<file path="config.mk">
export PLATFORM = sky130hd
export DESIGN_NAME = seg_scan_controller
export DESIGN_NICKNAME = d
export VERILOG_FILES = /design/src/rtl/seg_scan_controller.sv
export SDC_FILE = /design/constraint.sdc
export NUM_CORES = 1
export LEC_CHECK = 0
export BUFFER_PORTS_ARGS = -buffer_cell sky130_fd_sc_hd__buf_2
export CAP_MARGIN = 20
export CORE_ASPECT_RATIO = 1.2
export CORE_UTILIZATION = 45
export DETAILED_ROUTE_END_ITERATION = 6
export PLACE_DENSITY = 0.73
export SYNTH_ARGS = -nofsm -noshare
export SYNTH_HDL_FRONTEND = slang
export SYNTH_SLANG_ARGS = --single-unit
</file>
<file path="constraint.sdc">
create_clock -name clk -period 2.7 [get_ports clk]
set_input_delay 0.135 -clock clk [delete_from_list [all_inputs] [get_ports clk]]
set_output_delay 0.135 -clock clk [all_outputs]
set_load 0.03 [all_outputs]
</file>
<file path="src/rtl/seg_scan_controller.sv">
// Multiplexed 7-seg scanner: frame-synchronous display copy, blanking gap per digit, optional leading-zero blanking.
// Outputs registered (reflect state of the current cycle); load is always accepted, last load in a frame wins.
module seg_scan_controller #(
    parameter int DIGITS       = 4,
    parameter int REFRESH_DIV  = 50000,
    parameter int BLANK_CYCLES = 500
) (
    input  logic                  clk,
    input  logic                  rst,
    input  logic                  load,
    input  logic [4*DIGITS-1:0]   value_in,
    input  logic [DIGITS-1:0]     dp_in,
    input  logic                  lz_en,
    output logic [3:0]            digit_num,
    output logic [DIGITS-1:0]     an,
    output logic                  dp,
    output logic                  frame_tick
);
    localparam int CNT_W = $clog2(REFRESH_DIV);
    localparam int IDX_W = (DIGITS > 1) ? $clog2(DIGITS) : 1;

    typedef enum logic {ST_BLANK, ST_SHOW} state_t;

    state_t                   state_q, state_d;
    logic [CNT_W-1:0]         cnt_q, cnt_d;
    logic [IDX_W-1:0]         idx_q, idx_d;
    logic [DIGITS-1:0][3:0]   disp_q, disp_d;
    logic [DIGITS-1:0]        dpr_q, dpr_d;
    logic [DIGITS-1:0][3:0]   pend_val_q, pend_val_d;
    logic [DIGITS-1:0]        pend_dp_q, pend_dp_d;
    logic                     pend_vld_q, pend_vld_d;

    logic [3:0]               digit_num_q, digit_num_d;
    logic [DIGITS-1:0]        an_q, an_d;
    logic                     dp_q, dp_d;
    logic                     frame_tick_q, frame_tick_d;

    logic                     slot_end;
    logic                     boundary;
    logic [DIGITS-1:0]        upper_zero;
    logic                     zero_acc;

    always_comb begin
        state_d  = state_q;
        cnt_d    = cnt_q + CNT_W'(1);
        idx_d    = idx_q;
        slot_end = (state_q == ST_SHOW) && (cnt_q == CNT_W'(REFRESH_DIV - 1));
        boundary = slot_end && (idx_q == IDX_W'(DIGITS - 1));

        case (state_q)
            ST_BLANK: begin
                if (cnt_q == CNT_W'(BLANK_CYCLES - 1)) begin
                    state_d = ST_SHOW;
                end
            end
            ST_SHOW: begin
                if (slot_end) begin
                    state_d = ST_BLANK;
                    cnt_d   = '0;
                    idx_d   = (idx_q == IDX_W'(DIGITS - 1)) ? '0 : idx_q + IDX_W'(1);
                end
            end
            default: begin
                state_d = ST_BLANK;
                cnt_d   = '0;
                idx_d   = '0;
            end
        endcase
    end

    // A load on the boundary cycle itself bypasses the pending stage.
    always_comb begin
        disp_d     = disp_q;
        dpr_d      = dpr_q;
        pend_val_d = pend_val_q;
        pend_dp_d  = pend_dp_q;
        pend_vld_d = pend_vld_q;

        if (load) begin
            pend_val_d = value_in;
            pend_dp_d  = dp_in;
            pend_vld_d = 1'b1;
        end

        if (boundary) begin
            if (load) begin
                disp_d = value_in;
                dpr_d  = dp_in;
            end else if (pend_vld_q) begin
                disp_d = pend_val_q;
                dpr_d  = pend_dp_q;
            end
            pend_vld_d = 1'b0;
        end
    end

    // upper_zero[i]: display digits i..DIGITS-1 are all zero.
    always_comb begin
        upper_zero = '0;
        zero_acc   = 1'b1;
        for (int i = DIGITS - 1; i >= 0; i--) begin
            zero_acc      = zero_acc & (disp_d[i] == 4'h0);
            upper_zero[i] = zero_acc;
        end
    end

    always_comb begin
        an_d         = '1;
        dp_d         = 1'b1;
        frame_tick_d = boundary;
        if (lz_en && (idx_d != '0) && upper_zero[idx_d]) begin
            digit_num_d = 4'hF;
        end else begin
            digit_num_d = disp_d[idx_d];
        end
        if (state_d == ST_SHOW) begin
            an_d[idx_d] = 1'b0;
            dp_d        = ~dpr_d[idx_d];
        end
    end

    always_ff @(posedge clk) begin
        if (rst) begin
            state_q      <= ST_BLANK;
            cnt_q        <= '0;
            idx_q        <= '0;
            disp_q       <= '0;
            dpr_q        <= '0;
            pend_val_q   <= '0;
            pend_dp_q    <= '0;
            pend_vld_q   <= 1'b0;
            digit_num_q  <= 4'hF;
            an_q         <= '1;
            dp_q         <= 1'b1;
            frame_tick_q <= 1'b0;
        end else begin
            state_q      <= state_d;
            cnt_q        <= cnt_d;
            idx_q        <= idx_d;
            disp_q       <= disp_d;
            dpr_q        <= dpr_d;
            pend_val_q   <= pend_val_d;
            pend_dp_q    <= pend_dp_d;
            pend_vld_q   <= pend_vld_d;
            digit_num_q  <= digit_num_d;
            an_q         <= an_d;
            dp_q         <= dp_d;
            frame_tick_q <= frame_tick_d;
        end
    end

    assign digit_num  = digit_num_q;
    assign an         = an_q;
    assign dp         = dp_q;
    assign frame_tick = frame_tick_q;

endmodule
</file>
==> results.ini, run 1 <==
[synth]
ys_top_cells_by_count = nor2_1 (92), dfxtp_1 (70), mux2i_1 (22), nand2_1 (18), clkbuf_1 (17)
synth_edf_count = 0
async_reset_ff_frac = 0
synth_area_mm2 = 0.00334
synth_fp_nets = 419
yosys.area.top_type = dfxtp_1
synth-seq-area-share = 0.419
ys.flop_type = dfxtp_1
synthDistinctLibCells = 56
ys_seq_elements = 70
synthTopCellsByArea = dfxtp_1 (42%), nor2_1 (10%), mux2i_1 (6.6%), o22a_1 (3.4%), a31oi_1 (2.6%)
avgSynthCellArea_um2 = 8.50
ys_warn_count = 0
yosysMostFrequentCell = nor2_1
synthCells = 393
synth_top_area_frac = 0.419

[power]
power_mw = 2.13
vdd_drop_max_mv = 0.379
power_density_mw_per_mm2 = 539
power_leakage_nw = 1.60

[status]
status = completed

[setup_path]
ff2ff_path_depth = 7
start_kind = flop
required_ns = 2.96
endpoint = digit_num[1]$_SDFF_PP1_
r2r_end = digit_num[1]$_SDFF_PP1_
arrival_ns = 2.82
slowest_delay_ns = 0.58
slowest_stage = or4_4
crit_start = cnt_q[11]$_SDFF_PP0_
path_max_fanout = 5
path_class = flop to flop
rr_startpoint = cnt_q[11]$_SDFF_PP0_
crit_chain = or4_4, nor3_1, nand4_2, o221a_2, a21oi_1, a41oi_4, o2111ai_2
rrSetupSlack_ns = 0.14
endpoint_kind = flop

[sta]
period_needed_ns = 2.56
slew_headroom = 0.645
finalSetupViolCount = 0
finalSetupTns_ns = 0
tightestPinTransition_ns = 0.532
setup_ws_ns = 0.143
rsz0062_at_grt = no
fin_worst_skew_ns = 0.0122
hold_viol = 0
final_max_slew_viol_count = 0
fin_crit_sh = 0.947
max_freq_mhz = 391

[finish]
diodes = 0
multiInputGateArea_mm2 = 0.00179
register_area_mm2 = 0.00140
drive_above_1_share = 0.215
design_area_mm2 = 0.00396
nets = 464
fillerInstances = 666
areaGrowthSynthToFinish_pct = 18.6

[clocking]
cts_sinks = 70
postCtsHoldBufs = 0
htree_levels = 3
cts.path.max_buffers = 2
cts-root-buf = clkbuf_8
numCtsBuffers = 9
clkLatencyLatePin_ns = 0.35
clk_pin_slew_worst_paths_ns = 0.07
cts_tree = done

[route]
vias_per_cell = 5.72
first_iter_violations = 212
routed_wl_um = 8160
avgRoutedWirePerCell_um = 15.3
final_antenna_net_count = 0
vias = 3043
drt_first_pass_iters = 4
drc = 0

[placement]
dp_hpwl_um = 5500
post-place-ws_ns = 0.115
place_area_mm2 = 0.00364
portBuffers = 33
place.gp.congestion = 0.863

[global_route]
grt_pass1_vias = 2811
grt.overflow.total = 0
grt_start_max_net_pins = 47
groute.layer.met3.usage = 0.0479
grt_util_all_layers = 0.216
use_met1 = 0.258
use_met2 = 0.367
grt_pass1_wl_um = 12800
busiest_layer = met2
antenna_found_initial = 0

[job]
maxCapViolCount = 0

[die]
start_util = 0.462
die_h_um = 96.4
pin_count = 34
fp-row-count = 34
core_mm2 = 0.00723
die-area_mm2 = 0.00777
die_w_um = 80.7

[min_path]
hold_path_class = input pin to flop
hold_depth = 3

==> worst max-delay path: cells and delay by family, from the launching register on <==
family	cells	cell delay, ns
AOI/OAI and AO/OA	4	0.97
DFF	1	0.34
and+or+nand+nor	3	1.17
==> state kept, by name, summed over array words and instances (netlist names), 2 cells and up <==
| register | flops |
|---|---|
| disp_q | 16 |
| pend_val_q | 16 |
| pend_dp_q | 4 |
| dpr_q | 4 |
| an | 4 |
| digit_num | 4 |
| idx_q | 2 |
| cnt_q | 16 |
==> power by group <==
group          leakage, nW  internal, mW  switching (mW)
Sequential           0.570          1.06          0.0211
Clock                0.106         0.511           0.386
Combinational        0.927        0.0647          0.0937
Total                 1.60          1.63           0.501
==> routing by layer <==
metal | vias up | part of all wire
li1 | 1484 | -
met1 | 1463 | 0.44
met2 | 81 | 0.50
met3 | 15 | 0.043
met4 | 0 | 0.018
met5 | - | 0
==> kinds of logic (layout without fill, tap and decap cells) <==
logic type	count (synthesis)	in the layout	synth area share
and+or+nand+nor	165	165	0.235
adders and majority gates	2	2	0.00749
buffers and inverters	41	90	0.0528
AOI/OAI and AO/OA	77	77	0.174
DFF	70	70	0.419
xor gates and xnor gates	14	14	0.0367
muxes	24	24	0.0749
==> cell type report <==
| cell class | count | share of cell area |
|---|---|---|
| clock buffer | 10 | 0.0322 |
| clock inverter | 5 | 0.0190 |
| inverter | 16 | 0.0152 |
| multi-input combinational | 282 | 0.453 |
| sequential | 70 | 0.354 |
| tap | 90 | 0.0284 |
| timing repair buffer | 59 | 0.0985 |
==> metrics by stage <==
stage | util | hold slack (ns) | std cells
floorplan | - | 0.280 | 393
global placement | 0.504 | 0.389 | 508
detailed placement | 0.504 | 0.398 | 508
CTS | 0.532 | 0.0363 | 523
global route | 0.548 | 0.0522 | 532
finish | 0.548 | 0.0412 | 532
==> how the worst min path moves through the flow <==
| stage | start | end |
|---|---|---|
| after floorplan | value_in[13] | pend_val_q[13]$_SDFFE_PP0P_ |
| after global placement | value_in[13] | pend_val_q[13]$_SDFFE_PP0P_ |
| after detailed placement | value_in[13] | pend_val_q[13]$_SDFFE_PP0P_ |
| after CTS | value_in[3] | pend_val_q[3]$_SDFFE_PP0P_ |
| after global routing | value_in[14] | pend_val_q[14]$_SDFFE_PP0P_ |
| final | value_in[13] | pend_val_q[13]$_SDFFE_PP0P_ |
==> layout by cell type, fill, tap and decap left out, types with 2 or more instances in the layout <==
| cell type | n |
|---|---|
| nand4_1 | 9 |
| o2111ai_2 | 2 |
| xor2_1 | 10 |
| nor4_1 | 5 |
| nor2b_1 | 2 |
| o41ai_1 | 4 |
| a22o_1 | 2 |
| o21ai_0 | 14 |
| and4_1 | 4 |
| nor2_1 | 92 |
| bufinv_16 | 2 |
| a21oi_1 | 5 |
| nor3_1 | 9 |
| ha_1 | 2 |
| or2_2 | 3 |
| o21ai_1 | 2 |
| nand3_1 | 11 |
| clkinv_2 | 3 |
| xnor2_1 | 4 |
| a41oi_1 | 4 |
| mux2i_1 | 21 |
| o21a_1 | 2 |
| a31oi_1 | 14 |
| clkbuf_8 | 9 |
| buf_2 | 33 |
| mux2_4 | 2 |
| nand2_1 | 18 |
| buf_4 | 24 |
| dfxtp_1 | 70 |
| inv_1 | 16 |
| o22a_1 | 13 |
| and2_4 | 2 |
==> timing repair <==
item / CTS / global route
endpoints found under the setup margin: 0 / 3
buffers inserted: 0 / 8
resized for setup: 0 / 6
Note: power is estimated with default switching activity, not from simulation.
==> run 2, diff against run 1 <==
- ABC_AREA: unset -> 1
==> run 2 against run 1 <==
Compared with the run above: utilization fell by 1.0 points; combinational power fell by 20%; cell count rose by 9.6%; design area fell by 7.6%; routed wire length fell by 15%; power rose by 4.6%; clock power rose by 16%; fmax rose by 12%; global-route usage fell by 1.3 points; sequential cell count did not move; sequential share of layout area rose by 2.9 points.
==> results.ini, run 2 <==
[status]
status = completed

[finish]
multiInputGateArea_mm2 = 0.00153
design_area_mm2 = 0.00366
drive_above_1_share = 0.141
top_regs = cnt_q x16, disp_q x16, pend_val_q x16
postLayoutCoreUtil = 0.537
register_area_mm2 = 0.00140
nets = 517
areaGrowthSynthToFinish_pct = 15.4
final_common_cell = nand2_1
diodes = 0
mostFrequentLayoutCells = nand2_1 (129), nor2_1 (70), dfxtp_1 (70), inv_1 (47)
fillerInstances = 671

[synth]
synthCells = 457
synthDistinctLibCells = 32
yosysMostFrequentCell = nand2_1
synth_edf_count = 0
avgSynthCellArea_um2 = 6.94
synth_top_area_frac = 0.442
async_reset_ff_frac = 0
ys_warn_count = 0
ys.flop_type = dfxtp_1
synth_area_mm2 = 0.00317
ys_seq_elements = 70
yosys.area.top_type = dfxtp_1
synthTopCellsByArea = dfxtp_1 (44%), nand2_1 (15%), nor2_1 (8.3%), inv_1 (5.6%), a21oi_1 (5.2%)
synth-seq-area-share = 0.442
ys_top_cells_by_count = nand2_1 (129), dfxtp_1 (70), nor2_1 (70), inv_1 (47), a21oi_1 (33)
synth_fp_nets = 483

[setup_path]
path_class = flop to flop
rr_startpoint = cnt_q[0]$_SDFF_PP0_
crit_chain = ha_1, nand3_2, nor2_2, nand4_2, o21ai_0, nand2_1, o21ai_1, nand3_2, nand3_1
path_max_fanout = 13
required_ns = 3.00
start_kind = flop
slowest_stage = o21ai_0
crit_start = cnt_q[0]$_SDFF_PP0_
slowest_delay_ns = 0.41
crit_family = simple AND/OR/NAND/NOR gates
endpoint_kind = flop
crit_top_cell = nand3_2
crit_buf_inv = 0
arrival_ns = 2.58

[clocking]
cts_tree = done
clk_pin_slew_worst_paths_ns = 0.08
clkLatencyLatePin_ns = 0.37
cts_sinks = 70
post_cts_resized = 0
postCtsHoldBufs = 0
cts-root-buf = clkbuf_8
postCtsSetupBuffers = 0
numCtsBuffers = 9
cts.path.max_buffers = 2
htree_levels = 3

[route]
avgRoutedWirePerCell_um = 11.9
first_iter_violations = 128
routed_wl_um = 6910
vias_per_cell = 4.97
drc = 0
drt_first_pass_iters = 4
final_antenna_net_count = 0
vias = 2898

[placement]
post-place-ws_ns = 0.454
portBuffers = 33
dp_hpwl_um = 4940
place_area_mm2 = 0.00342
place.gp.congestion = 0.850

[global_route]
grt_pass1_wl_um = 11500
grt_util_all_layers = 0.203
grt_pass1_vias = 2647
grt.overflow.total = 0
antenna_found_initial = 0
grt_start_max_net_pins = 46

[job]
maxCapViolCount = 0

[die]
die_h_um = 94.0
die_w_um = 78.6
pin_count = 34
start_util = 0.466
fp-row-count = 33
core_mm2 = 0.00681
die-area_mm2 = 0.00739

[min_path]
hold_path_class = input pin to flop
hold_start = value_in[13]

[power]
vdd_drop_max_mv = 0.324
power_leakage_nw = 1.62
power_density_mw_per_mm2 = 610

[sta]
slew_headroom = 0.673
fin_crit_sh = 0.844
final_max_slew_viol_count = 0
setup_ws_ns = 0.420
hold_viol = 0
fin_worst_skew_ns = 0.0135
period_needed_ns = 2.28
finalSetupTns_ns = 0
max_freq_mhz = 439
finalSetupViolCount = 0
rsz0062_at_grt = no
tightestPinTransition_ns = 0.491

==> run 2: cell count changes in the layout (fill, tap and decap cells not counted), sizes merged, moves of 6 or more <==
cell	previous run	this run
nand3	11	18
inv	16	49
buf	58	37
o21ai	17	28
xor2	10	4
nor2	92	76
o22a	13	0
mux2i	22	1
a31oi	14	0
a21oi	6	33
nand2	18	131
==> run 2: path summary, 6_finish.rpt <==
path	endpoint	slack (ns)	cells past startpoint
setup / recovery	digit_num[0]$_SDFF_PP1_	0.42	9
hold / removal	pend_val_q[13]$_SDFFE_PP0P_	0.04	3
setup reg to reg	digit_num[0]$_SDFF_PP1_	0.42	9
hold reg to reg	cnt_q[0]$_SDFF_PP0_	0.45	1
==> run 2: worst reg2reg max path, delay by kind of cell (launching register included) <==
family	cells	cell delay (ns)
AO/OA/AOI/OAI	2	0.59
AND/OR/NAND/NOR	6	1.05
flip-flops	1	0.35
adder cells (fa/ha/maj)	1	0.22
==> run 2: per-stage QoR <==
stage               power (mW)  hold slack, ns  cells
floorplan                 1.17           0.291    457
global placement          1.21           0.414    567
detailed placement        1.22           0.421    567
CTS                       2.25          0.0363    583
global route              2.32          0.0429    583
finish                    2.23          0.0391    583
==> run 2: area by class of cell <==
type / instances / share of cell area
inverter: 48 / 0.0492
clock buffer: 9 / 0.0338
timing repair buffer: 37 / 0.0533
tap: 87 / 0.0297
sequential: 70 / 0.383
clock inverter: 7 / 0.0332
multi-input combinational: 325 / 0.418
==> run 2: cell families after synthesis <==
| kind of cell | count (synthesis) | synth area share |
|---|---|---|
| simple gates | 244 | 0.333 |
| compound gates | 74 | 0.128 |
| flops | 70 | 0.442 |
| buf+inv | 62 | 0.0757 |
| xor+xnor | 4 | 0.0110 |
| fa+ha+maj | 2 | 0.00789 |
| mux | 1 | 0.00316 |
==> run 2: power breakdown <==
part | switching, mW | internal (mW) | total [mW]
clock network | 0.421 | 0.618 | 1.04
logic | 0.0810 | 0.0454 | 0.126
registers | 0.0102 | 1.06 | 1.07
total | 0.512 | 1.72 | 2.23
==> run 2: routing by layer <==
layer | global-route usage | vias up | routed length [µm]
met5 | 0 | - | 0
met2 | 0.354 | 69 | 3410
li1 | - | 1526 | -
met4 | 0.110 | 0 | 152
met3 | 0.0524 | 14 | 308
met1 | 0.223 | 1289 | 3040
==> run 3, diff against run 2 <==
- ABC_AREA: 1 -> 0
- PLACE_DENSITY: 0.73 -> 0.71
- clock period: 2.7 -> 2.25 ns (I/O delays scaled with it)
==> run 3 against run 2 <==
Compared with the run above: the flow now finishes with violations (setup timing); global-route usage increased by 3.8 points; sequential share of layout area decreased by 5.8 points; clock power decreased by 12%; combinational power increased by 63%; via count increased by 9.6%; fmax decreased by 8.3%; first-iteration DRC count increased by 32%; die area increased by 5.2%; largest power group unchanged.
==> results.ini, run 3 (same netlist as run 1, synthesis figures left out) <==
[route]
routed_wl_um = 8840
vias_per_cell = 5.54
first_iter_violations = 169
drt_first_pass_iters = 4
vias = 3176
drc = 0
final_antenna_net_count = 0
avgRoutedWirePerCell_um = 15.4

[clocking]
clkLatencyLatePin_ns = 0.36
cts-root-buf = clkbuf_8
clk_pin_slew_worst_paths_ns = 0.08
cts_sinks = 70
cts_tree = done
numCtsBuffers = 9
htree_levels = 3
postCtsHoldBufs = 0
cts.path.max_buffers = 2

[global_route]
grt_util_all_layers = 0.241
grt_pass1_wl_um = 14200
grt_pass1_vias = 3140
antenna_found_initial = 0
grt.overflow.total = 0
grt_start_max_net_pins = 47

[job]
maxCapViolCount = 0

[status]
status = complete, but fails checks
violations = setup timing

[sta]
final_max_slew_viol_count = 0
finalSetupTns_ns = -1.64
setup_ws_ns = -0.235
hold_viol = 0
rsz0062_at_grt = yes
fin_worst_skew_ns = 0.0159
finalSetupViolCount = 16
slew_headroom = 0.651
fin_crit_sh = 1.10
holdWs_ns = 0.00694
max_freq_mhz = 402
tightestPinTransition_ns = 0.523
period_needed_ns = 2.49

[placement]
place_area_mm2 = 0.00395
portBuffers = 33
placed_cells = 545
post-place-ws_ns = -0.258
place.gp.congestion = 0.857
dp_hpwl_um = 5890

[setup_path]
ff2ff_path_depth = 8
rr_startpoint = cnt_q[10]$_SDFF_PP0_
endpoint = digit_num[0]$_SDFF_PP1_
arrival_ns = 2.71
path_max_fanout = 4
crit_start = cnt_q[10]$_SDFF_PP0_
path_class = flop to flop
rrSetupSlack_ns = -0.24
r2r_end = digit_num[0]$_SDFF_PP1_
start_kind = flop
endpoint_kind = flop
required_ns = 2.47

[die]
die-area_mm2 = 0.00777
die_h_um = 96.4
pin_count = 34
fp-row-count = 34
start_util = 0.462
die_w_um = 80.7
core_mm2 = 0.00723

[power]
vdd_drop_max_mv = 0.333
power_leakage_nw = 1.82
power_density_mw_per_mm2 = 557

[finish]
nets = 504
top_regs = cnt_q x16, disp_q x16, pend_val_q x16
drive_above_1_share = 0.304
design_area_mm2 = 0.00433
diodes = 0
final_common_cell = nor2_1
areaGrowthSynthToFinish_pct = 29.6
mostFrequentLayoutCells = nor2_1 (90), dfxtp_1 (66), buf_4 (53), buf_2 (33), mux2i_1 (20)
final_cells = 573

[min_path]
hold_path_class = input pin to flop

[run 3: cell types whose count changed in the layout (fill, tap and decap cells not counted), moves of 6 or more]
cell and change:
nor2_1 +20, nand2_1 -113, inv_1 -31, buf_4 +49, o21ai_0 -16, a21oi_1 -30, o22a_1 +13, o21ai_1 +6
buf_6 +10, mux2i_1 +19, xor2_1 +6, a31oi_1 +14
[run 3: worst min path at each step]
stage            startpoint                     endpoint  slack, ns  cells past startpoint
6_report        value_in[2]   pend_val_q[2]$_SDFFE_PP0P_      0.007                      3
3_5_place_dp    value_in[2]   pend_val_q[2]$_SDFFE_PP0P_       0.38                      3
2_1_floorplan  value_in[13]  pend_val_q[13]$_SDFFE_PP0P_       0.26                      2
5_1_grt         value_in[2]   pend_val_q[2]$_SDFFE_PP0P_      0.005                      3
4_1_cts         value_in[2]   pend_val_q[2]$_SDFFE_PP0P_     0.0003                      3
3_3_place_gp    value_in[3]   pend_val_q[3]$_SDFFE_PP0P_       0.37                      3
[run 3: timing repair]
| action | CTS | global route |
|---|---|---|
| buffers inserted | 5 | 5 |
| gates cloned | 1 | 1 |
| setup endpoints to repair | 16 | 23 |
| pin swaps | 2 | 9 |
| gates resized for setup | 7 | 26 |
[run 3: power by group]
part	switching, mW	internal (mW)
registers	0.0220	1.27
logic	0.119	0.0864
clock network	0.514	0.401
[run 3: metal layers]
| layer | GRT usage | part of all wire | up-vias |
|---|---|---|---|
| li1 | - | - | 1572 |
| met5 | 0 | 0 | - |
| met3 | 0.0592 | 0.040 | 19 |
| met4 | 0.0878 | 0.024 | 0 |
| met1 | 0.280 | 0.43 | 1514 |
| met2 | 0.429 | 0.50 | 71 |
[run 3: layout make-up]
class                           instances  area, µm²
Clock buffer                            9        124
Multi-Input combinational cell        283       1860
Fill cell                             651       2900
Tap cell                               90        113
Inverter                               16       60.1
Timing Repair Buffer                   98        716
Sequential cell                        70       1410
Clock inverter                          7       48.8
[run 3: through the flow]
stage / util / power [mW]
final: 0.599 / 2.41
after global routing: 0.599 / 2.51
after CTS: 0.580 / 2.43
after detailed placement: 0.546 / 1.52
after global placement: 0.546 / 1.51
after floorplan: - / 1.44
[run 3: worst max-delay path, cell delays in order, from the launching register on]
cell	delay (ns)
dfxtp_2	0.32
or4_4	0.57
nor4_4	0.34
buf_4	0.19
mux2_4	0.32
o21ai_2	0.16
a211oi_2	0.08
a41oi_4	0.23
o2111ai_2	0.15
